`src/rtl/isa_shared.sv`:
```
// Shared RV32I load/store definitions for the LSU slice.
// Contents: funct3 encodings, LSU FSM state enum, memory request payload,
// and the legality check for a load/store request.
package isa_shared;

  localparam int unsigned XLEN = 32;

  localparam logic [2:0] F3_LB  = 3'b000;
  localparam logic [2:0] F3_LH  = 3'b001;
  localparam logic [2:0] F3_LW  = 3'b010;
  localparam logic [2:0] F3_LBU = 3'b100;
  localparam logic [2:0] F3_LHU = 3'b101;
  localparam logic [2:0] F3_SB  = 3'b000;
  localparam logic [2:0] F3_SH  = 3'b001;
  localparam logic [2:0] F3_SW  = 3'b010;

  typedef enum logic [1:0] {
    LSU_IDLE,
    LSU_REQ,
    LSU_WAIT,
    LSU_RESP
  } lsu_state_t;

  // Memory-side request payload, held stable while mem_req_valid is high.
  typedef struct packed {
    logic [XLEN-1:0] addr;
    logic            we;
    logic [3:0]      wstrb;
    logic [XLEN-1:0] wdata;
  } mem_req_t;

  // 1 when funct3 is a valid encoding for the direction and the address is naturally aligned.
  function automatic logic lsu_legal(input logic we, input logic [2:0] f3, input logic [1:0] a);
    logic ok;
    ok = 1'b0;
    if (we) begin
      case (f3)
        F3_SB:   ok = 1'b1;
        F3_SH:   ok = ~a[0];
        F3_SW:   ok = (a == 2'b00);
        default: ok = 1'b0;
      endcase
    end else begin
      case (f3)
        F3_LB, F3_LBU: ok = 1'b1;
        F3_LH, F3_LHU: ok = ~a[0];
        F3_LW:         ok = (a == 2'b00);
        default:       ok = 1'b0;
      endcase
    end
    return ok;
  endfunction

endpackage

```
`src/rtl/lsu_ctrl_if.sv`:
```
// Core/memory/writeback bus bundle for lsu_ctrl.
// slave  : view taken by lsu_ctrl (drives req_ready, mem_req_*, mem_addr/we/wstrb/wdata, rsp_*).
// master : view taken by the surrounding core/memory (drives the opposite direction).
interface lsu_ctrl_if #(
  parameter int unsigned DATA_WIDTH = 32
);

  logic                  req_valid;
  logic                  req_ready;
  logic                  req_we;
  logic [2:0]            req_funct3;
  logic [DATA_WIDTH-1:0] req_addr;
  logic [DATA_WIDTH-1:0] req_wdata;
  logic [4:0]            req_rd;

  logic                  mem_req_valid;
  logic                  mem_req_ready;
  logic [DATA_WIDTH-1:0] mem_addr;
  logic                  mem_we;
  logic [3:0]            mem_wstrb;
  logic [DATA_WIDTH-1:0] mem_wdata;
  logic                  mem_rsp_valid;
  logic [DATA_WIDTH-1:0] mem_rdata;

  logic                  rsp_valid;
  logic                  rsp_ready;
  logic [DATA_WIDTH-1:0] rsp_data;
  logic [4:0]            rsp_rd;
  logic                  rsp_err;

  modport slave (
    input  req_valid, req_we, req_funct3, req_addr, req_wdata, req_rd,
    input  mem_req_ready, mem_rsp_valid, mem_rdata,
    input  rsp_ready,
    output req_ready,
    output mem_req_valid, mem_addr, mem_we, mem_wstrb, mem_wdata,
    output rsp_valid, rsp_data, rsp_rd, rsp_err
  );

  modport master (
    output req_valid, req_we, req_funct3, req_addr, req_wdata, req_rd,
    output mem_req_ready, mem_rsp_valid, mem_rdata,
    output rsp_ready,
    input  req_ready,
    input  mem_req_valid, mem_addr, mem_we, mem_wstrb, mem_wdata,
    input  rsp_valid, rsp_data, rsp_rd, rsp_err
  );

endinterface

```
`src/rtl/load_align.sv`:
```
// Combinational load-data lane select with sign/zero extension.
// Ports: rdata_i (read word), addr_i (byte offset), funct3_i (load type),
//        data_o (extended result; 0 for non-load encodings).
module load_align
  import isa_shared::*;
(
  input  logic [XLEN-1:0] rdata_i,
  input  logic [1:0]      addr_i,
  input  logic [2:0]      funct3_i,
  output logic [XLEN-1:0] data_o
);

  logic [7:0]  byte_sel;
  logic [15:0] half_sel;

  always_comb begin
    byte_sel = rdata_i[{addr_i, 3'b000} +: 8];
    half_sel = addr_i[1] ? rdata_i[31:16] : rdata_i[15:0];
    data_o   = '0;
    case (funct3_i)
      F3_LB:   data_o = {{24{byte_sel[7]}}, byte_sel};
      F3_LH:   data_o = {{16{half_sel[15]}}, half_sel};
      F3_LW:   data_o = rdata_i;
      F3_LBU:  data_o = {24'h000000, byte_sel};
      F3_LHU:  data_o = {16'h0000, half_sel};
      default: data_o = '0;
    endcase
  end

endmodule

```
`src/rtl/lsu_ctrl.sv`:
```
// Multi-cycle RV32I load/store sequencer: one operation at a time from the
// execute stage to a word-addressed memory port, one response to writeback.
// Ports: clk, rst_n (async active-low), bus (lsu_ctrl_if.slave: request,
//        memory request/response, writeback response).
// Optional LSU_TIMEOUT_EN: WAIT gives up after TIMEOUT_CYCLES cycles with rsp_err.
module lsu_ctrl
  import isa_shared::*;
#(
  parameter int unsigned DATA_WIDTH     = 32,
  parameter int unsigned TIMEOUT_CYCLES = 255
)
(
  input logic       clk,
  input logic       rst_n,
  lsu_ctrl_if.slave bus
);

  // Only a 32-bit datapath exists; a zero timeout would never leave WAIT sensibly.
  if (DATA_WIDTH != 32 || TIMEOUT_CYCLES == 0) begin : g_param_check
    $error("lsu_ctrl: DATA_WIDTH must be 32 and TIMEOUT_CYCLES nonzero");
  end

  lsu_state_t            state_q, state_d;
  logic                  req_ready_q, req_ready_d;
  logic                  mem_req_valid_q, mem_req_valid_d;
  logic                  rsp_valid_q, rsp_valid_d;
  mem_req_t              mem_q, mem_d;
  logic                  we_q, we_d;
  logic [2:0]            f3_q, f3_d;
  logic [1:0]            lane_q, lane_d;
  logic [DATA_WIDTH-1:0] rsp_data_q, rsp_data_d;
  logic [4:0]            rd_q, rd_d;
  logic                  err_q, err_d;

  logic [XLEN-1:0]       align_data;
  logic [3:0]            st_strb;
  logic [XLEN-1:0]       st_wdata;

`ifdef LSU_TIMEOUT_EN
  localparam int unsigned TW = ($clog2(TIMEOUT_CYCLES + 1) > 8) ? $clog2(TIMEOUT_CYCLES + 1) : 8;
  logic [TW-1:0] cnt_q, cnt_d;
`endif

  load_align u_load_align (
    .rdata_i  (bus.mem_rdata),
    .addr_i   (lane_q),
    .funct3_i (f3_q),
    .data_o   (align_data)
  );

  // Store strobes and lane-replicated data from the incoming request.
  always_comb begin
    st_strb  = 4'b1111;
    st_wdata = bus.req_wdata;
    case (bus.req_funct3)
      F3_SB: begin
        st_strb  = 4'b0001 << bus.req_addr[1:0];
        st_wdata = {4{bus.req_wdata[7:0]}};
      end
      F3_SH: begin
        st_strb  = 4'b0011 << bus.req_addr[1:0];
        st_wdata = {2{bus.req_wdata[15:0]}};
      end
      default: begin
        st_strb  = 4'b1111;
        st_wdata = bus.req_wdata;
      end
    endcase
  end

  // Next-state and next-output logic.
  always_comb begin
    state_d    = state_q;
    mem_d      = mem_q;
    we_d       = we_q;
    f3_d       = f3_q;
    lane_d     = lane_q;
    rsp_data_d = rsp_data_q;
    rd_d       = rd_q;
    err_d      = err_q;
`ifdef LSU_TIMEOUT_EN
    cnt_d      = cnt_q;
`endif

    unique case (state_q)
      LSU_IDLE: begin
        if (bus.req_valid) begin
          we_d       = bus.req_we;
          f3_d       = bus.req_funct3;
          lane_d     = bus.req_addr[1:0];
          rd_d       = bus.req_rd;
          rsp_data_d = '0;
          if (lsu_legal(bus.req_we, bus.req_funct3, bus.req_addr[1:0])) begin
            err_d       = 1'b0;
            mem_d.addr  = {bus.req_addr[31:2], 2'b00};
            mem_d.we    = bus.req_we;
            mem_d.wstrb = bus.req_we ? st_strb : 4'b0000;
            mem_d.wdata = bus.req_we ? st_wdata : '0;
            state_d     = LSU_REQ;
          end else begin
            err_d   = 1'b1;
            state_d = LSU_RESP;
          end
        end
      end
      LSU_REQ: begin
        if (bus.mem_req_ready) begin
          state_d = we_q ? LSU_RESP : LSU_WAIT;
`ifdef LSU_TIMEOUT_EN
          cnt_d   = '0;
`endif
        end
      end
      LSU_WAIT: begin
        if (bus.mem_rsp_valid) begin
          rsp_data_d = align_data;
          state_d    = LSU_RESP;
        end
`ifdef LSU_TIMEOUT_EN
        // This is the TIMEOUT_CYCLES-th WAIT cycle without a response.
        else if (cnt_q == TW'(TIMEOUT_CYCLES - 1)) begin
          err_d      = 1'b1;
          rsp_data_d = '0;
          state_d    = LSU_RESP;
        end else begin
          cnt_d = cnt_q + TW'(1);
        end
`endif
      end
      LSU_RESP: begin
        if (bus.rsp_ready) begin
          state_d = LSU_IDLE;
        end
      end
      default: state_d = LSU_IDLE;
    endcase

    // Handshake outputs are a registered decode of the next state.
    req_ready_d     = (state_d == LSU_IDLE);
    mem_req_valid_d = (state_d == LSU_REQ);
    rsp_valid_d     = (state_d == LSU_RESP);
  end

  // State and output registers.
  always_ff @(posedge clk or negedge rst_n) begin
    if (!rst_n) begin
      state_q         <= LSU_IDLE;
      req_ready_q     <= 1'b1;
      mem_req_valid_q <= 1'b0;
      rsp_valid_q     <= 1'b0;
      mem_q           <= '0;
      we_q            <= 1'b0;
      f3_q            <= 3'b000;
      lane_q          <= 2'b00;
      rsp_data_q      <= '0;
      rd_q            <= 5'd0;
      err_q           <= 1'b0;
`ifdef LSU_TIMEOUT_EN
      cnt_q           <= '0;
`endif
    end else begin
      state_q         <= state_d;
      req_ready_q     <= req_ready_d;
      mem_req_valid_q <= mem_req_valid_d;
      rsp_valid_q     <= rsp_valid_d;
      mem_q           <= mem_d;
      we_q            <= we_d;
      f3_q            <= f3_d;
      lane_q          <= lane_d;
      rsp_data_q      <= rsp_data_d;
      rd_q            <= rd_d;
      err_q           <= err_d;
`ifdef LSU_TIMEOUT_EN
      cnt_q           <= cnt_d;
`endif
    end
  end

  assign bus.req_ready     = req_ready_q;
  assign bus.mem_req_valid = mem_req_valid_q;
  assign bus.mem_addr      = mem_q.addr;
  assign bus.mem_we        = mem_q.we;
  assign bus.mem_wstrb     = mem_q.wstrb;
  assign bus.mem_wdata     = mem_q.wdata;
  assign bus.rsp_valid     = rsp_valid_q;
  assign bus.rsp_data      = rsp_data_q;
  assign bus.rsp_rd        = rd_q;
  assign bus.rsp_err       = err_q;

endmodule

```
`src/flat_wrapper.sv`:
```
// flat-port wrapper written by rule: the top's interface ports become plain ports
module lsu_ctrl_flat import isa_shared::*;
#(
  parameter int unsigned DATA_WIDTH     = 32,
  parameter int unsigned TIMEOUT_CYCLES = 255
)
  (clk, rst_n, bus_req_valid, bus_req_we, bus_req_funct3, bus_req_addr, bus_req_wdata, bus_req_rd, bus_mem_req_ready, bus_mem_rsp_valid, bus_mem_rdata, bus_rsp_ready, bus_req_ready, bus_mem_req_valid, bus_mem_addr, bus_mem_we, bus_mem_wstrb, bus_mem_wdata, bus_rsp_valid, bus_rsp_data, bus_rsp_rd, bus_rsp_err);
  lsu_ctrl_if #(.DATA_WIDTH(DATA_WIDTH)) bus_i ();
  input logic clk;
  input logic rst_n;
  input wire logic [$bits(bus_i.req_valid)-1:0] bus_req_valid;
  input wire logic [$bits(bus_i.req_we)-1:0] bus_req_we;
  input wire logic [$bits(bus_i.req_funct3)-1:0] bus_req_funct3;
  input wire logic [$bits(bus_i.req_addr)-1:0] bus_req_addr;
  input wire logic [$bits(bus_i.req_wdata)-1:0] bus_req_wdata;
  input wire logic [$bits(bus_i.req_rd)-1:0] bus_req_rd;
  input wire logic [$bits(bus_i.mem_req_ready)-1:0] bus_mem_req_ready;
  input wire logic [$bits(bus_i.mem_rsp_valid)-1:0] bus_mem_rsp_valid;
  input wire logic [$bits(bus_i.mem_rdata)-1:0] bus_mem_rdata;
  input wire logic [$bits(bus_i.rsp_ready)-1:0] bus_rsp_ready;
  output wire logic [$bits(bus_i.req_ready)-1:0] bus_req_ready;
  output wire logic [$bits(bus_i.mem_req_valid)-1:0] bus_mem_req_valid;
  output wire logic [$bits(bus_i.mem_addr)-1:0] bus_mem_addr;
  output wire logic [$bits(bus_i.mem_we)-1:0] bus_mem_we;
  output wire logic [$bits(bus_i.mem_wstrb)-1:0] bus_mem_wstrb;
  output wire logic [$bits(bus_i.mem_wdata)-1:0] bus_mem_wdata;
  output wire logic [$bits(bus_i.rsp_valid)-1:0] bus_rsp_valid;
  output wire logic [$bits(bus_i.rsp_data)-1:0] bus_rsp_data;
  output wire logic [$bits(bus_i.rsp_rd)-1:0] bus_rsp_rd;
  output wire logic [$bits(bus_i.rsp_err)-1:0] bus_rsp_err;
  assign bus_i.req_valid = bus_req_valid;
  assign bus_i.req_we = bus_req_we;
  assign bus_i.req_funct3 = bus_req_funct3;
  assign bus_i.req_addr = bus_req_addr;
  assign bus_i.req_wdata = bus_req_wdata;
  assign bus_i.req_rd = bus_req_rd;
  assign bus_i.mem_req_ready = bus_mem_req_ready;
  assign bus_i.mem_rsp_valid = bus_mem_rsp_valid;
  assign bus_i.mem_rdata = bus_mem_rdata;
  assign bus_i.rsp_ready = bus_rsp_ready;
  assign bus_req_ready = bus_i.req_ready;
  assign bus_mem_req_valid = bus_i.mem_req_valid;
  assign bus_mem_addr = bus_i.mem_addr;
  assign bus_mem_we = bus_i.mem_we;
  assign bus_mem_wstrb = bus_i.mem_wstrb;
  assign bus_mem_wdata = bus_i.mem_wdata;
  assign bus_rsp_valid = bus_i.rsp_valid;
  assign bus_rsp_data = bus_i.rsp_data;
  assign bus_rsp_rd = bus_i.rsp_rd;
  assign bus_rsp_err = bus_i.rsp_err;
  lsu_ctrl #(.DATA_WIDTH(DATA_WIDTH), .TIMEOUT_CYCLES(TIMEOUT_CYCLES)) u_core (.clk(clk), .rst_n(rst_n), .bus(bus_i));
endmodule
```
`config.mk`:
```
export PLATFORM = sky130hd
export DESIGN_NAME = lsu_ctrl_flat
export DESIGN_NICKNAME = d
export VERILOG_FILES = /design/src/rtl/isa_shared.sv /design/src/rtl/lsu_ctrl_if.sv /design/src/rtl/load_align.sv /design/src/rtl/lsu_ctrl.sv /design/src/flat_wrapper.sv
export SDC_FILE = /design/constraint.sdc
export NUM_CORES = 1
export LEC_CHECK = 0
export ABC_CLOCK_PERIOD_IN_PS = 1900
export CORE_AREA = 10 10 146 121
export DETAILED_ROUTE_END_ITERATION = 6
export DIE_AREA = 0 0 156 131
export PLACE_DENSITY = 0.73
export SKIP_LAST_GASP = 1
export SLEW_MARGIN = 40
export SYNTH_ARGS = -nofsm -noshare
export SYNTH_HDL_FRONTEND = slang
export SYNTH_HIERARCHICAL = 1
export SYNTH_SLANG_ARGS = --single-unit
```
`constraint.sdc`:
```
create_clock -name clk -period 1.9 [get_ports clk]
set_clock_uncertainty 0.15 [all_clocks]
set_input_delay 0.38 -clock clk [delete_from_list [all_inputs] [get_ports clk]]
set_output_delay 0.38 -clock clk [all_outputs]
set_load 0.01 [all_outputs]
```
==> flow_summary.toml, run 1 <==
[route]
drcViolationCount = 0
drt_iter0_drc = 335
drt_wl_total_um = 19400
vias_per_cell = 5.25
dr.pass1.iters = 4
antenna_left = 0
routedWlPerCell_um = 19.4
vias = 5261

[sta]
slew_viol_final = 0
finalCritPeriodShare_pct = 98.5
fin_crit_ns = 1.87
hold_viol = 0
fmax_ghz = 0.534
finalSetupTns_ns = 0
setup_viol = 0

[grt]
grt_usage_pct = 18.9
antenna_found_initial = 1
busiest_layer = "met2"
grt_pass1_wl_um = 30300
grt_pass1_vias = 5493
grtUsageMet1_pct = 22.5
grt_overflow = 0
met3_usage_pct = 8.40
grt_use_met2_pct = 30.5
grt_max_degree = 39

[finish]
fin_area_um2 = 9150
layout.nets = 912
drive_gt1_share_pct = 18.5
layout.cells.non_filler = 1002
final_common_cell = "clkdlybuf4s50_1"
diodes = 0
syn_to_final_growth_pct = 59.1
layout_common_cells = "clkdlybuf4s50_1 (173), nand2_1 (141), dfrtp_1 (115), nand3_1 (49), o21ai_0 (42)"
n_fill_cell = 1175
post-route-util_pct = 61.9

[placed_design]
port_buffers = 218
placed_area_um2 = 8380
dpl.cell_count = 967
place_hpwl_um = 14700
routabilityCongestion = 0.893

[floorplanning]
dieArea_um2 = 20400
io_pins = 221
rows = 40
start_util_pct = 38.9
fp.coreArea_um2 = 14800
fp.dieH_um = 131
die_x_um = 156

[hold_path]
min_path_type = "reg -> reg"
whs_endpoint = "u_core/bus.rsp_data[5]$_DFFE_PN0P_"
min_from = "u_core/bus.rsp_data[5]$_DFFE_PN0P_"
whs_path_depth = 2

[synth]
synth.avg_cell_area_um2 = 10.2
ys_ff_latch = 116
ys_types = 39
async_reset_ff_share_pct = 100
synthCells = 562
synth-edff-count = 0
synth.yosys.warnings = 6
netlist_area_um2 = 5750
ys.flop_type = "dfrtp_1"
ys_seq_area_share_pct = 50.5

[power]
p_total_w = 0.0143
p_sw_share_pct = 34.2
peakVddDrop_uv = 898
power.switching_w = 0.00489
comb_power_share_pct = 47.2
clockPowerShare_pct = 22.6
static-leakage-power_nw = 4.57
power.density_nw_per_um2 = 1560
pwr-share-seq_pct = 30.3
p_int_w = 0.00941

[run_status]
outcome = "finished clean"

[setup_path]
critPathRequiredTime_ns = 2.04
r2r_slack_ns = 0.05
worstPathMaxFanout = 33
critPathKind = "in -> reg"
worst_setup_path_end_kind = "flip-flop"
r2r_cells = 4
critPathLaunchType = "input port"
timing.rr.start = "u_core/state_q[1]$_DFF_PN0_"
reg2reg_to = "u_core/bus.mem_addr[14]$_DFFE_PN0P_"
arrival_ns = 2.01

[flow_run]
cap_viol_max_count = 0

[cts]
cts_root_buffer = "clkbuf_16"
cts_made_buffers = 17
h-tree-depth = 4
clkSinkCount = 116
clk_latency_ns = 0.41
clk_path_buf_depth = 2
cts_tree = "done"
clk_pin_slew_ns = 0.05
-- power groups by stage --
stage | logic, W | clock network (W) | registers (W)
floorplan | 0.00288 | 0 | 0.00474
CTS | 0.00687 | 0.00330 | 0.00434
global route | 0.00729 | 0.00343 | 0.00447
detailed placement | 0.00680 | 0 | 0.00436
finish | 0.00675 | 0.00323 | 0.00433
global placement | 0.00667 | 0 | 0.00431
-- Yosys cell counts (3+ instances only) --
master	n	area share (%)
nand2_1	141	9.2
dfrtp_1	115	50
nand3_1	49	4.3
o21ai_0	45	3.9
o211ai_1	34	4.4
mux2_2	30	5.9
clkbuf_1	28	1.8
mux2_4	28	7.3
mux2i_1	17	3.0
buf_6	7	1.4
buf_2	6	0.52
o221ai_1	6	0.91
a221o_1	5	0.87
buf_4	5	0.65
nor2_1	5	0.33
a21oi_1	4	0.35
nor2b_1	4	0.44
nor3_1	4	0.35
a22oi_1	3	0.39
o22ai_1	3	0.33
-- cell families after synthesis --
logic type	count (synthesis)	synth area share (%)
other	1	0.0652
multiplexers	75	16.1
flip-flops	116	50.5
AND/OR/NAND/NOR	215	16.3
AO/OA/AOI/OAI	106	12.4
buffers and inverters	49	4.57
-- how the worst max path moves through the flow --
| stage | endpoint | from | cells after the start | slack, ns |
|---|---|---|---|---|
| after floorplan | u_core/bus.mem_addr[10]$_DFFE_PN0P_ | u_core/state_q[0]$_DFF_PN0_ | 7 | -0.12 |
| after global placement | u_core/bus.mem_addr[3]$_DFFE_PN0P_ | bus_req_addr[1] | 5 | -0.48 |
| after detailed placement | u_core/bus.mem_wdata[30]$_DFFE_PN0P_ | bus_req_addr[1] | 6 | -0.52 |
| after CTS | bus_mem_wstrb[1] | u_core/bus.mem_wstrb[1]$_DFFE_PN0P_ | 1 | 0.002 |
| after global routing | bus_mem_addr[12] | u_core/bus.mem_addr[12]$_DFFE_PN0P_ | 1 | -0.008 |
| final | u_core/bus.mem_addr[14]$_DFFE_PN0P_ | bus_req_addr[1] | 5 | 0.03 |
-- registers in the layout (all words and copies together), names as in the netlist, 2 cells and up --
| name | cells |
|---|---|
| u_core/bus.mem_wdata | 32 |
| u_core/bus.rsp_rd | 5 |
| u_core/state_q | 2 |
| u_core/bus.rsp_data | 32 |
| u_core/bus.mem_wstrb | 4 |
| u_core/f3_q | 3 |
| u_core/lane_q | 2 |
| u_core/bus.mem_addr | 30 |
-- worst max-delay path, stage by stage --
cell and delay [ns]:
dlygate4sd2_1 0.24, or4_4 0.54, a21o_4 0.30, buf_12 0.19
mux2_4 0.33
-- layout make-up --
type | count | area (µm²) | area share (%)
clock inverter | 9 | 128 | 1.40
multi-input combinational | 398 | 2600 | 28.4
sequential | 116 | 2900 | 31.8
timing repair buffer | 267 | 2800 | 30.6
inverter | 1 | 3.75 | 0.0410
tap | 189 | 236 | 2.59
clock buffer | 22 | 474 | 5.18
-- per-layer routing --
layer | vias to the layer above | part of all wire [%]
li1 | 2452 | -
met1 | 2536 | 41
met5 | - | 0
met3 | 20 | 11
met4 | 0 | 1.1
met2 | 253 | 47
-- repair_timing --
action	CTS	global route
gates resized for setup	17	34
endpoints found under the hold margin	28	0
hold buffers	1	0
endpoints found under the setup margin	46	56
pin swaps	0	1
buffers inserted	1	0
gates cloned	3	0
-- stage by stage --
step | hold WS, ns | setup WS [ns]
after floorplan | -0.0656 | -0.125
after global placement | 0.206 | -0.477
after detailed placement | 0.216 | -0.519
after CTS | 0.317 | 0.00231
after global routing | 0.335 | -0.00777
final | 0.312 | 0.0276
No activity file was read; power rests on OpenSTA's default activity.
==> run 2: changes to the inputs <==
Settings changed: REMOVE_ABC_BUFFERS from default to 1.
==> flow_summary.toml, run 2 (synthesis gave the netlist of run 1 again) <==
[grt]
grt_pass1_wl_um = 29900
grt_pass1_vias = 5448
grt_max_degree = 54
antenna_found_initial = 3
grt_overflow = 0
grt_usage_pct = 18.5

[power]
clockPowerShare_pct = 23.5
p_sw_share_pct = 34.0
pwr-share-seq_pct = 30.1
p_int_w = 0.00957
power.density_nw_per_um2 = 1580
comb_power_share_pct = 46.4
peakVddDrop_uv = 919
power.switching_w = 0.00493
static-leakage-power_nw = 4.63

[finish]
n_fill_cell = 1160
layout.cells.non_filler = 1009
syn_to_final_growth_pct = 60.1
layout.nets = 916
layout_common_cells = "clkdlybuf4s50_1 (171), nand2_1 (141), dfrtp_1 (115), nand3_1 (49), o21ai_0 (45)"
drive_gt1_share_pct = 18.7
final_common_cell = "clkdlybuf4s50_1"

[cts]
clk_path_buf_depth = 2
clk_pin_slew_ns = 0.05
h-tree-depth = 4
cts_root_buffer = "clkbuf_16"
clkSinkCount = 116
clk_latency_ns = 0.40
cts_made_buffers = 17
cts_tree = "done"

[setup_path]
critPathLaunchType = "input port"
worstPathMaxFanout = 31
critPathKind = "in -> reg"
crit_path_max_incr_delay_ns = 0.37
reg2reg_to = "u_core/bus.mem_addr[15]$_DFFE_PN0P_"
critPathRequiredTime_ns = 2.04
arrival_ns = 2.00
cpMaxStageDelayCell = "a221o_1"
crit_chain = "dlygate4sd2_1 -> buf_4 -> a221o_1 -> a21o_4 -> buf_12 -> mux2_4"
r2r_cells = 4
worst_setup_path_end_kind = "flip-flop"
r2r_slack_ns = 0.06
timing.rr.start = "u_core/state_q[0]$_DFF_PN0_"

[floorplanning]
die_x_um = 156
rows = 40
fp.dieH_um = 131
io_pins = 221
start_util_pct = 38.9
fp.coreArea_um2 = 14800
dieArea_um2 = 20400

[route]
met1_length_um = 7930
dr.pass1.iters = 5
vias_per_cell = 5.17
antenna_left = 0
routedWlPerCell_um = 19.0
vias = 5213
wl_met3_um = 1610
drcViolationCount = 0
routed.top_layer = "met5"
dr_wl_met2_um = 9460
drt_iter0_drc = 310
drt_wl_total_um = 19200

[sta]
slew_viol_final = 0
whs_ns = 0.273
setup_viol = 0
fin_crit_ns = 1.86
finalCritPeriodShare_pct = 97.8
fmax_ghz = 0.538
hold_viol = 0
rsz0062_at_grt = "false"

[placed_design]
dpl.cell_count = 967
place_hpwl_um = 14100
routabilityCongestion = 0.891
port_buffers = 218

[hold_path]
min_path_type = "in -> async"

[run_status]
outcome = "finished clean"

[flow_run]
cap_viol_max_count = 0
==> run 2: repair_timing <==
action / 4_1_cts / 5_1_grt
gates resized for setup: 11 / 41
cloned: 2 / 0
endpoints found under the setup margin: 42 / 64
hold buffers: 1 / 0
pin swaps: 3 / 1
buffers inserted: 5 / 1
endpoints found under the hold margin: 21 / 0
==> run 2: power groups by stage <==
stage	sequential, W	clock (W)	combinational (W)
after floorplan	0.00486	0	0.00244
after global placement	0.00434	0	0.00664
after detailed placement	0.00439	0	0.00679
after CTS	0.00440	0.00347	0.00688
after global routing	0.00453	0.00359	0.00727
final	0.00437	0.00341	0.00673
==> run 2: routing by layer <==
metal / vias up / GRT usage [%]
li1: 2466 / -
met1: 2515 / 22.4
met2: 213 / 30.2
met3: 17 / 7.48
met4: 2 / 4.60
met5: - / 0
==> run 2: metrics by stage <==
step	TNS [ns]	util (%)	cell area (µm²)	setup slack, ns	power, W
floorplan	-23.30	-	5500	-0.482	0.00730
global placement	-32.00	56.7	8370	-0.480	0.0110
detailed placement	-35.73	56.7	8370	-0.539	0.0112
CTS	0	61.8	9120	0.00123	0.0147
global route	0	62.3	9200	0.00334	0.0154
finish	0	62.3	9200	0.0418	0.0145
==> run 2: layout make-up <==
type                       count  area [µm²]  share of cell area [%]
clock buffer                  24         482                    5.23
sequential                   116        2900                    31.6
clock inverter                 8         148                    1.60
inverter                       1        3.75                  0.0408
antenna                        2        5.00                  0.0544
tap                          189         236                    2.57
timing repair buffer         271        2830                    30.7
multi-input combinational    398        2600                    28.2
==> run 2: critical path: cells and delay by family <==
kind,cells,cell delay [ns]
compound gates,2,0.68
buf+inv,3,0.62
mux,1,0.31
==> run 2: worst max path at each step <==
stage / startpoint / to / cells after the start
CTS: u_core/bus.mem_addr[10]$_DFFE_PN0P_ / bus_mem_addr[10] / 1
global route: u_core/bus.mem_wdata[3]$_DFFE_PN0P_ / bus_mem_wdata[3] / 1
finish: bus_req_funct3[0] / u_core/bus.mem_addr[15]$_DFFE_PN0P_ / 6
global placement: bus_req_funct3[0] / u_core/bus.mem_addr[16]$_DFFE_PN0P_ / 5
floorplan: bus_req_funct3[1] / u_core/bus.mem_wdata[16]$_DFFE_PN0P_ / 4
detailed placement: bus_req_funct3[0] / u_core/bus.mem_wdata[27]$_DFFE_PN0P_ / 7
==> run 3: changes to the inputs <==
Settings changed: ABC_AREA from default to 1, CORE_AREA 10 10 146 121 to 2 2 139 114, DIE_AREA 0 0 156 131 to 0 0 141 116.
==> flow_summary.toml, run 3 <==
[run_status]
outcome = "finished clean"

[floorplanning]
io_pins = 221
fp.coreArea_um2 = 14900
start_util_pct = 40.4
dieArea_um2 = 16400
die_x_um = 141
fp.dieH_um = 116
rows = 40

[synth]
async_reset_ff_share_pct = 100
ys_ff_latch = 116
synthCells = 822
synth_area_leaders = "dfrtp_1 (48%), nand2_1 (23%), nand3_1 (12%)"
yosysTopAreaCell = "dfrtp_1"
synth-edff-count = 0
synth_top_area_share_pct = 48.0
ys.flop_type = "dfrtp_1"
ys_seq_area_share_pct = 48.4
netlist_area_um2 = 6000
ys_types = 26
yosysMostFrequentCell = "nand2_1"
synth.yosys.warnings = 6
synthTopCellsByCount = "nand2_1 (363), nand3_1 (142), dfrtp_1 (115)"
synth.avg_cell_area_um2 = 7.30

[setup_path]
critPathLaunchType = "flip-flop"
r2r_cells = 9
cp_top_family = "buffers and inverters"
crit_buf_inv = 1
r2r_slack_ns = 0.27
critPathKind = "reg -> out"
worstPathMaxFanout = 2
reg2reg_to = "u_core/bus.rsp_data[8]$_DFFE_PN0P_"
crit_path_max_incr_delay_ns = 0.59
cpMaxStageDelayCell = "clkdlybuf4s50_1"
critPathRequiredTime_ns = 1.37
critPathLaunch = "u_core/bus.mem_wdata[6]$_DFFE_PN0P_"
worst_setup_path_end_kind = "output port"
arrival_ns = 1.34
crit_chain = "clkdlybuf4s50_1"
timing.rr.start = "u_core/lane_q[1]$_DFFE_PN0P_"

[sta]
finalSetupTns_ns = 0
rsz0062_at_grt = "false"
hold_viol = 0
finalCritPeriodShare_pct = 98.2
fin_crit_ns = 1.87
fmax_ghz = 0.536
setup_ws_ns = 0.0338
slew_viol_final = 0
whs_ns = 0.282
setup_viol = 0

[flow_run]
cap_viol_max_count = 0

[finish]
fin_area_um2 = 9220
layout_common_cells = "nand2_1 (363), clkdlybuf4s50_1 (204), nand3_1 (142), dfrtp_1 (114), inv_1 (56)"
final_common_cell = "nand2_1"
syn_to_final_growth_pct = 53.7
layout.cells.non_filler = 1259
n_fill_cell = 1336
drive_gt1_share_pct = 9.53
diodes = 0
layout.nets = 1168

[hold_path]
min_path_type = "in -> async"

[power]
power.density_nw_per_um2 = 1390
static-leakage-power_nw = 4.94
peakVddDrop_uv = 894

[placed_design]
placed_area_um2 = 8590
place_hpwl_um = 13100
place_ws_ns = -0.155
dpl.cell_count = 1226
port_buffers = 218
routabilityCongestion = 0.888

[route]
antenna_left = 0
drcViolationCount = 0
routedWlPerCell_um = 14.1
drt_iter0_drc = 386
vias = 6049
drt_wl_total_um = 17800
dr.pass1.iters = 5
vias_per_cell = 4.80

[cts]
clk_path_buf_depth = 2
cts_made_buffers = 17
cts_setup_buffers = 0
clk_pin_slew_ns = 0.06
cts_tree = "done"
clk_latency_ns = 0.40
cts_root_buffer = "clkbuf_16"
h-tree-depth = 4
clkSinkCount = 116

[grt]
grt_pass1_wl_um = 28400
grt_pass1_vias = 5684
grt_usage_pct = 21.9
antenna_found_initial = 0
grt_overflow = 0
grt_max_degree = 49
==> run 3: changes by cell type after synthesis, moves of 16 or more <==
| cell | change |
|---|---|
| o211ai_1 | -33 |
| nand2_1 | +222 |
| o21ai_0 | -16 |
| clkbuf_1 | -19 |
| mux2i_1 | -17 |
| nand3_1 | +93 |
| mux2_2 | -30 |
| nor2_1 | +35 |
| mux2_4 | -28 |
| inv_1 | +55 |
==> run 3: repair_timing <==
item,in CTS,in global routing
gates cloned,0,0
gates resized for setup,2,12
endpoints found under the hold margin,18,0
endpoints found under the setup margin,2,12
hold buffers,1,0
==> run 3: metrics by stage <==
stage / util [%] / total power (W)
after global routing: 62.0 / 0.0137
after global placement: 57.8 / 0.00966
after floorplan: - / 0.00657
after CTS: 61.8 / 0.0130
after detailed placement: 57.8 / 0.00975
final: 62.0 / 0.0128
==> run 3: routing by layer <==
metal	GRT usage [%]	share of wire [%]	wire [µm]	vias up
met3	5.50	6.4	1150	22
li1	-	-	-	3043
met4	7.53	1.7	310	0
met2	33.4	44	7880	197
met1	30.7	47	8440	2787
met5	0	0	0	-
==> run 3: cell type report <==
cell class | instances | area, µm² | share of cell area (%)
clock buffers | 23 | 498 | 5.40
inverters | 62 | 235 | 2.55
repair buffers | 262 | 2690 | 29.1
clock inverters | 9 | 100 | 1.09
well taps | 189 | 236 | 2.56
multi-input cells | 598 | 2560 | 27.7
flip-flops and latches | 116 | 2910 | 31.5
==> run 3: worst max path at each step <==
stage | cells after the start | end
floorplan | 6 | u_core/bus.mem_wstrb[2]$_DFFE_PN0P_
CTS | 1 | bus_mem_wdata[12]
detailed placement | 9 | u_core/bus.mem_wdata[31]$_DFFE_PN0P_
global placement | 9 | u_core/bus.mem_wdata[10]$_DFFE_PN0P_
finish | 1 | bus_mem_wdata[6]
global route | 1 | bus_mem_wdata[25]
==> run 3: power breakdown <==
group / internal (W) / switching (W) / total [W] / leakage, nW
registers: 0.00339 / 0.000588 / 0.00398 / 1.51
clock network: 0.00209 / 0.00107 / 0.00316 / 0.295
logic: 0.00275 / 0.00295 / 0.00570 / 3.13
total: 0.00824 / 0.00461 / 0.0128 / 4.94
==> run 3: cells by family after synthesis <==
family | Yosys count | synth area share, %
buf+inv | 109 | 9.03
flops | 116 | 48.4
simple gates | 564 | 39.6
compound gates | 32 | 2.90
other cells | 1 | 0.0625
